<file path="src/rtl/speed_level_ctrl.sv">
// Purpose : debounces raw up/down buttons into a saturating speed level 0..6 plus a motor step tick.
// Latency : raw press stable from edge e0 -> speed_level/level_chg update at edge e(DEBOUNCE_CYCLES+2).
// Backpres: none; human-rate button events, nothing can stall, simultaneous up+down cancel out.
//
// Ports:
//   clk          rising-edge system clock
//   rst          asynchronous active-high reset
//   btn_up       raw bouncy up button, asynchronous to clk
//   btn_down     raw bouncy down button, asynchronous to clk
//   speed_level  registered level 0..6, feeds the seven-segment number_in
//   level_chg    one-cycle pulse in the first cycle a new speed_level is visible
//   step_tick    registered one-cycle step enable, period BASE_PERIOD*(7-level), never at level 0
module speed_level_ctrl #(
    parameter int DEBOUNCE_CYCLES = 500000,
    parameter int BASE_PERIOD     = 50000
) (
    input  logic       clk,
    input  logic       rst,
    input  logic       btn_up,
    input  logic       btn_down,
    output logic [2:0] speed_level,
    output logic       level_chg,
    output logic       step_tick
);

    localparam int DB_W   = $clog2(DEBOUNCE_CYCLES);
    localparam int TICK_W = $clog2(6 * BASE_PERIOD);
    localparam logic [DB_W-1:0] DB_LAST = DB_W'(DEBOUNCE_CYCLES - 1);

    logic [1:0] btn_raw;
    logic [1:0] press;

    assign btn_raw = {btn_down, btn_up};

    // Identical synchronizer + debouncer + rising-edge detector per button.
    // Bit 0 = up, bit 1 = down.
    for (genvar i = 0; i < 2; i++) begin : g_btn
        logic            s1;
        logic            s2;
        logic            db;
        logic            db_d;
        logic [DB_W-1:0] cnt;

        always_ff @(posedge clk or posedge rst) begin
            if (rst) begin
                s1   <= 1'b0;
                s2   <= 1'b0;
                db   <= 1'b0;
                db_d <= 1'b0;
                cnt  <= '0;
            end else begin
                s1   <= btn_raw[i];
                s2   <= s1;
                db_d <= db;
                // Any sample agreeing with the debounced state restarts the count,
                // so only an unbroken run of DEBOUNCE_CYCLES disagreeing samples flips it.
                if (s2 == db) begin
                    cnt <= '0;
                end else if (cnt == DB_LAST) begin
                    db  <= s2;
                    cnt <= '0;
                end else begin
                    cnt <= cnt + DB_W'(1);
                end
            end
        end

        // One pulse per press; releases and holds generate nothing.
        assign press[i] = db & ~db_d;
    end

    logic              up_evt;
    logic              down_evt;
    logic [2:0]        level_nxt;
    logic              level_changing;
    logic [TICK_W-1:0] period_last;
    logic [TICK_W-1:0] tick_cnt;

    assign up_evt   = press[0];
    assign down_evt = press[1];

    // Saturating level update; coincident up and down events cancel.
    always_comb begin
        level_nxt = speed_level;
        if (up_evt && !down_evt && speed_level != 3'd6) begin
            level_nxt = speed_level + 3'd1;
        end else if (down_evt && !up_evt && speed_level != 3'd0) begin
            level_nxt = speed_level - 3'd1;
        end
    end

    assign level_changing = (level_nxt != speed_level);

    // Terminal count of the tick counter for the current level: BASE_PERIOD*(7-n)-1.
    always_comb begin
        period_last = '0;
        case (speed_level)
            3'd1:    period_last = TICK_W'(6 * BASE_PERIOD - 1);
            3'd2:    period_last = TICK_W'(5 * BASE_PERIOD - 1);
            3'd3:    period_last = TICK_W'(4 * BASE_PERIOD - 1);
            3'd4:    period_last = TICK_W'(3 * BASE_PERIOD - 1);
            3'd5:    period_last = TICK_W'(2 * BASE_PERIOD - 1);
            3'd6:    period_last = TICK_W'(BASE_PERIOD - 1);
            default: period_last = '0;
        endcase
    end

    always_ff @(posedge clk or posedge rst) begin
        if (rst) begin
            speed_level <= 3'd0;
            level_chg   <= 1'b0;
        end else begin
            speed_level <= level_nxt;
            level_chg   <= level_changing;
        end
    end

    // A level change restarts the period so the first tick at the new level
    // lands a full period after the change, and no tick from the old level leaks out.
    always_ff @(posedge clk or posedge rst) begin
        if (rst) begin
            tick_cnt  <= '0;
            step_tick <= 1'b0;
        end else if (level_changing || speed_level == 3'd0) begin
            tick_cnt  <= '0;
            step_tick <= 1'b0;
        end else if (tick_cnt == period_last) begin
            tick_cnt  <= '0;
            step_tick <= 1'b1;
        end else begin
            tick_cnt  <= tick_cnt + TICK_W'(1);
            step_tick <= 1'b0;
        end
    end

endmodule

</file>
<file path="config.mk">
export PLATFORM = sky130hd
export DESIGN_NAME = speed_level_ctrl
export DESIGN_NICKNAME = d
export VERILOG_FILES = /design/src/rtl/speed_level_ctrl.sv
export SDC_FILE = /design/constraint.sdc
export NUM_CORES = 1
export LEC_CHECK = 0
export BUFFER_PORTS_ARGS = -buffer_cell sky130_fd_sc_hd__buf_2
export CAP_MARGIN = 25
export CORE_MARGIN = 8
export CORE_UTILIZATION = 48
export DETAILED_ROUTE_END_ITERATION = 10
export PLACE_DENSITY = 0.66
export SLEW_MARGIN = 15
export SYNTH_ARGS = -nofsm -noshare
export SYNTH_HDL_FRONTEND = slang
export SYNTH_SLANG_ARGS = --single-unit
</file>
<file path="constraint.sdc">
create_clock -name clk -period 2.5 [get_ports clk]
set_input_delay 0.125 -clock clk [delete_from_list [all_inputs] [get_ports clk]]
set_output_delay 0.125 -clock clk [all_outputs]
set_load 0.02 [all_outputs]
</file>
# == Word-level counts from Yosys, hierarchy flattened ==
# Index checks and enable logic that the tools add are counted.
# word_totals
latch_bits,0
ff_bits,70
input_bits,4
word_cells,60
rom_bits,0
memories,0
ram_bits,0
# classes
reduce_logical,11
add_sub_neg,5
n_eq_ne,13
n_mul,0
n_bitwise,6
shift,0
order_cmp,0
muxes,11
n_div,0
# ops
cell,count
19-bit two-way mux,6
19-bit case mux with 6 select lines,1
19-bit by 1-bit adder with 19-bit output (second input constant),3
19-bit == test (second input constant),2
19-bit == test,1
3-bit == test (second input constant),3
3-bit by 2-bit == test with 1-bit output (second input constant),2
3-bit two-way mux,2
1-bit logical AND,4
1-bit NOT,4
2-bit AND reduction,2
3-bit by 1-bit adder with 3-bit output (second input constant),1
3-bit by 1-bit == test with 1-bit output (second input constant),1
3-bit logical NOT,1
3-bit != test,1
3-bit != test (second input constant),1
3-bit nonzero test,1
3-bit by 1-bit subtractor with 3-bit output (second input constant),1
1-bit bitwise AND,2
1-bit == test,2
1-bit logical NOT,2
1-bit two-way mux,2
1-bit logical OR,1

# == Logic depth before layout (Yosys ltp) ==
# depth
word_depth,10
ltp_mapped,10
depth_no_buf,8

# == Worst setup path after synthesis ==
# Ideal clock, no wire load.
# synth_path
kind,reg-to-reg
from,register speed_level[0]
to,register tick_cnt[10]
n_path_buf,2
setup_slack_ps,-110
t_arrival_ps,2491
path_stages_with_launch,11
synth_period_minus_slack_ps,2610
cell_sequence,dfrtp_1 inv_1 ha_1 buf_2 nor3_1 a21oi_1 xor2_1 or4_4 o31ai_4 buf_6 nor2_1
# synth_between
elab_chain_cells,7
elab_cells_between_ends,21
classes_between,add/sub (2); eq/ne (9); mux (5); reduce/logical (5)
# synth_rtl
item,line_no,rtl
start: declaration,21,"output logic [2:0] speed_level,"
start signal: assignment,113,speed_level <= level_nxt;
"parallel branches: the longest is 6 deep, another holds 19-bit case mux with 6 select lines",n/a,
19-bit two-way mux (*),124,end else if (level_changing || speed_level == 3'd0) begin
end signal: assignment,131,tick_cnt <= tick_cnt + TICK_W'(1);
end: declaration,77,logic [TICK_W-1:0] tick_cnt;
# Every way passes the cells marked *.
# A chain may end at the register's enable or synchronous reset.

# == Worst setup path after layout ==
# layout_path
from,register speed_level[0]
to,register tick_cnt[2]
# The elaborated chain is that of the path after synthesis.

==> results.sh <==
export IMPL_final_cell_area_um2=4190
export IMPL_fill_cells=630
export IMPL_crit_type="flop to flop"
export IMPL_synth_distinct_cells=45
export IMPL_clk_pin_slew_ns=0.08
export IMPL_synthMuxAreaShare_pct=1.19
export IMPL_ys_seq_elements=70
export IMPL_area_growth_pct=17.0
export IMPL_worstHoldPathType="flop to flop"
export IMPL_die_y_um=102
export IMPL_ys_flop_type="dfrtp_1"
export IMPL_rsz0062_at_grt="yes"
export IMPL_setup_tns_ns=0
export IMPL_clk_latency_ns=0.34
export IMPL_worstMarginPinSlew_ns=0.543
export IMPL_p_leak_nw=1.76
export IMPL_fmax_ghz=0.405
export IMPL_synth_compound_area_share_pct=6.01
export IMPL_clockBufferDepth=2
export IMPL_grt_pass1_wl_um=11800
export IMPL_worst_ep_arrival_time_ns=2.69
export IMPL_yosysSeqAreaShare_pct=48.9
export IMPL_synthCells=375
export IMPL_vdd_drop_max_mv=0.396
export IMPL_cts_tree="yes"
export IMPL_yosys_warnings=0
export IMPL_synth_xor_area_share_pct=14.7
export IMPL_grt_pass1_vias=2545
export IMPL_io_buffer_count=8
export IMPL_coreArea_um2=7250
export IMPL_io_pins=9
export IMPL_maxSlewViolCount=0
export IMPL_dpl_hpwl_um=4720
export IMPL_finalCriticalPeriod_ns=2.47
export IMPL_yosys_area_share_simple_pct=23.0
export IMPL_drive_gt1_share_pct=15.8
export IMPL_die_x_um=102
export IMPL_rrSetupSlack_ns=0.03
export IMPL_cts_buffers=9
export IMPL_synth_edf_count=0
export IMPL_synth_nets=387
export IMPL_finalSetupViolations=0
export IMPL_drtAntennaViolNets=0
export IMPL_cp_start_kind="flop"
export IMPL_htree_num_levels=3
export IMPL_wl_um=7060
export IMPL_layout_commonest_cell="nor2_1"
export IMPL_synth_area_um2=3580
export IMPL_max_slew_margin_pct=63.5
export IMPL_place_area_um2=3750
export IMPL_skew_ns=0.0110
export IMPL_final_cell_mix="nor2_1 (76), dfrtp_1 (68), xnor2_1 (32)"
export IMPL_wire_per_inst_um=14.0
export IMPL_endpoint_kind="flop"
export IMPL_gp_congestion=0.810
export IMPL_synth_top_family_by_area="simple AND/OR/NAND/NOR gates"
export IMPL_antenna_found_initial=0
export IMPL_status="completed"
export IMPL_avgSynthCellArea_um2=9.55
export IMPL_drcViolationCount=0
export IMPL_crit_fanout=6
export IMPL_totalPowerFinal_mw=2.20
export IMPL_drt_iter0_drc=106
export IMPL_final_net_count=413
export IMPL_rows=31
export IMPL_die_area_um2=10500
export IMPL_antennaDiodeCount=0
export IMPL_hold_viol_final=0
export IMPL_drv_cap=0
export IMPL_place_ws_ns=0.0685
export IMPL_firstDrtPassIters=4
export IMPL_overflow=0
export IMPL_timing_final_ws_setup_ns=0.0314
export IMPL_worstPathRequired_ns=2.72
export IMPL_finalCritPeriodShare_pct=98.7
export IMPL_cts_sinks=70
export IMPL_synth_fa_ha_area_share_pct=2.80
export IMPL_track_usage_pct=14.4
export IMPL_initial_utilization_pct=49.4
export IMPL_num_vias=2637
export IMPL_cts_root_buf="clkbuf_8"
export IMPL_async_flop_share_pct=100
export IMPL_powerDensity_nw_per_um2=524
export IMPL_via_per_inst=5.22
export IMPL_grt_max_degree=32
[flip-flops by register name, summed over array words and instances (netlist names)]
name / count
g_btn.cnt: 38
g_btn.db_d: 2
level_chg: 1
g_btn.db: 2
g_btn.s2: 2
step_tick: 1
tick_cnt: 19
speed_level: 3
g_btn.s1: 2
[path summary, 6_finish.rpt]
path	startpoint	endpoint	depth (start not counted)
hold reg to reg	g_btn[0].s1	g_btn[0].s2	0
setup reg to reg	speed_level[0]	tick_cnt[2]	10
hold / removal	g_btn[0].s1	g_btn[0].s2	0
max in group asynchronous	rst	tick_cnt[15]	4
min in group asynchronous	rst	g_btn[0].s2	3
setup / recovery	speed_level[0]	tick_cnt[2]	10
[repair_timing]
item / in CTS / in global routing
hold endpoints to repair: 26 / 0
resized for setup: 0 / 22
setup buffers: 0 / 5
endpoints found under the setup margin: 0 / 19
hold buffers: 3 / 0
[report_power, final]
part / total, mW / switching [mW] / internal, mW
Clock: 0.989 / 0.402 / 0.587
Combinational: 0.0565 / 0.0399 / 0.0166
Sequential: 1.15 / 0.00914 / 1.14
[worst max-delay path, cell delays in order (launching register included)]
cell       delay [ns]
dfrtp_2          0.44
clkinv_4         0.11
ha_4             0.20
or2_4            0.24
a31oi_2          0.23
xnor2_1          0.09
or4_4            0.50
o31ai_4          0.19
buf_6            0.17
clkbuf_16        0.14
nor2_1           0.04
[cells in the mapped netlist (all sizes together) (2+ instances only)]
library cell,n,area [um^2]
xor2,28,245
nor3,7,35.0
or4,2,18.8
inv,17,63.8
a211oi,2,15.0
xnor2,32,280
nand4,12,75.1
nor2b,3,18.8
or2,6,37.5
o21ai,6,30.0
mux2,2,22.5
mux2i,2,20.0
a2bb2oi,2,17.5
nand2,28,105
clkbuf,4,15.0
nor2,77,289
and3,2,12.5
nand3,19,95.1
a21oi,9,48.8
nor4,7,43.8
nand2b,2,12.5
and4,2,17.5
buf,6,43.8
nor3b,2,15.0
a31oi,2,12.5
dfrtp,70,1750
ha,8,100
or3,5,31.3
[stage by stage]
step	utilization, %	cells	hold slack (ns)
global placement	51.6	478	0.203
global route	57.8	505	0.350
finish	57.8	505	0.343
floorplan	-	375	0.156
CTS	55.0	497	0.349
detailed placement	51.6	478	0.207
[logic make-up after synthesis]
| family | Yosys count |
|---|---|
| xor+xnor | 60 |
| buf+inv | 27 |
| compound gates | 30 |
| fa+ha+maj | 8 |
| flops | 70 |
| simple gates | 176 |
| mux | 4 |
[per-layer routing]
layer  vias to the layer above  GRT usage, %  wire [um]
met2                        35          22.8       3420
met4                         0          5.30        114
met3                        10          4.43        238
met5                         -             0          0
li1                       1308             -          -
met1                      1284          17.9       3280
[layout make-up]
class / count / area (um^2) / share of cell area, %
inverters: 17 / 71.3 / 1.70
flip-flops and latches: 70 / 1750 / 41.9
well taps: 99 / 124 / 2.96
multi-input cells: 278 / 1800 / 42.8
clock buffers: 12 / 145 / 3.46
clock inverters: 4 / 70.1 / 1.67
repair buffers: 25 / 230 / 5.49
Note: power is estimated with default switching activity, not from simulation.
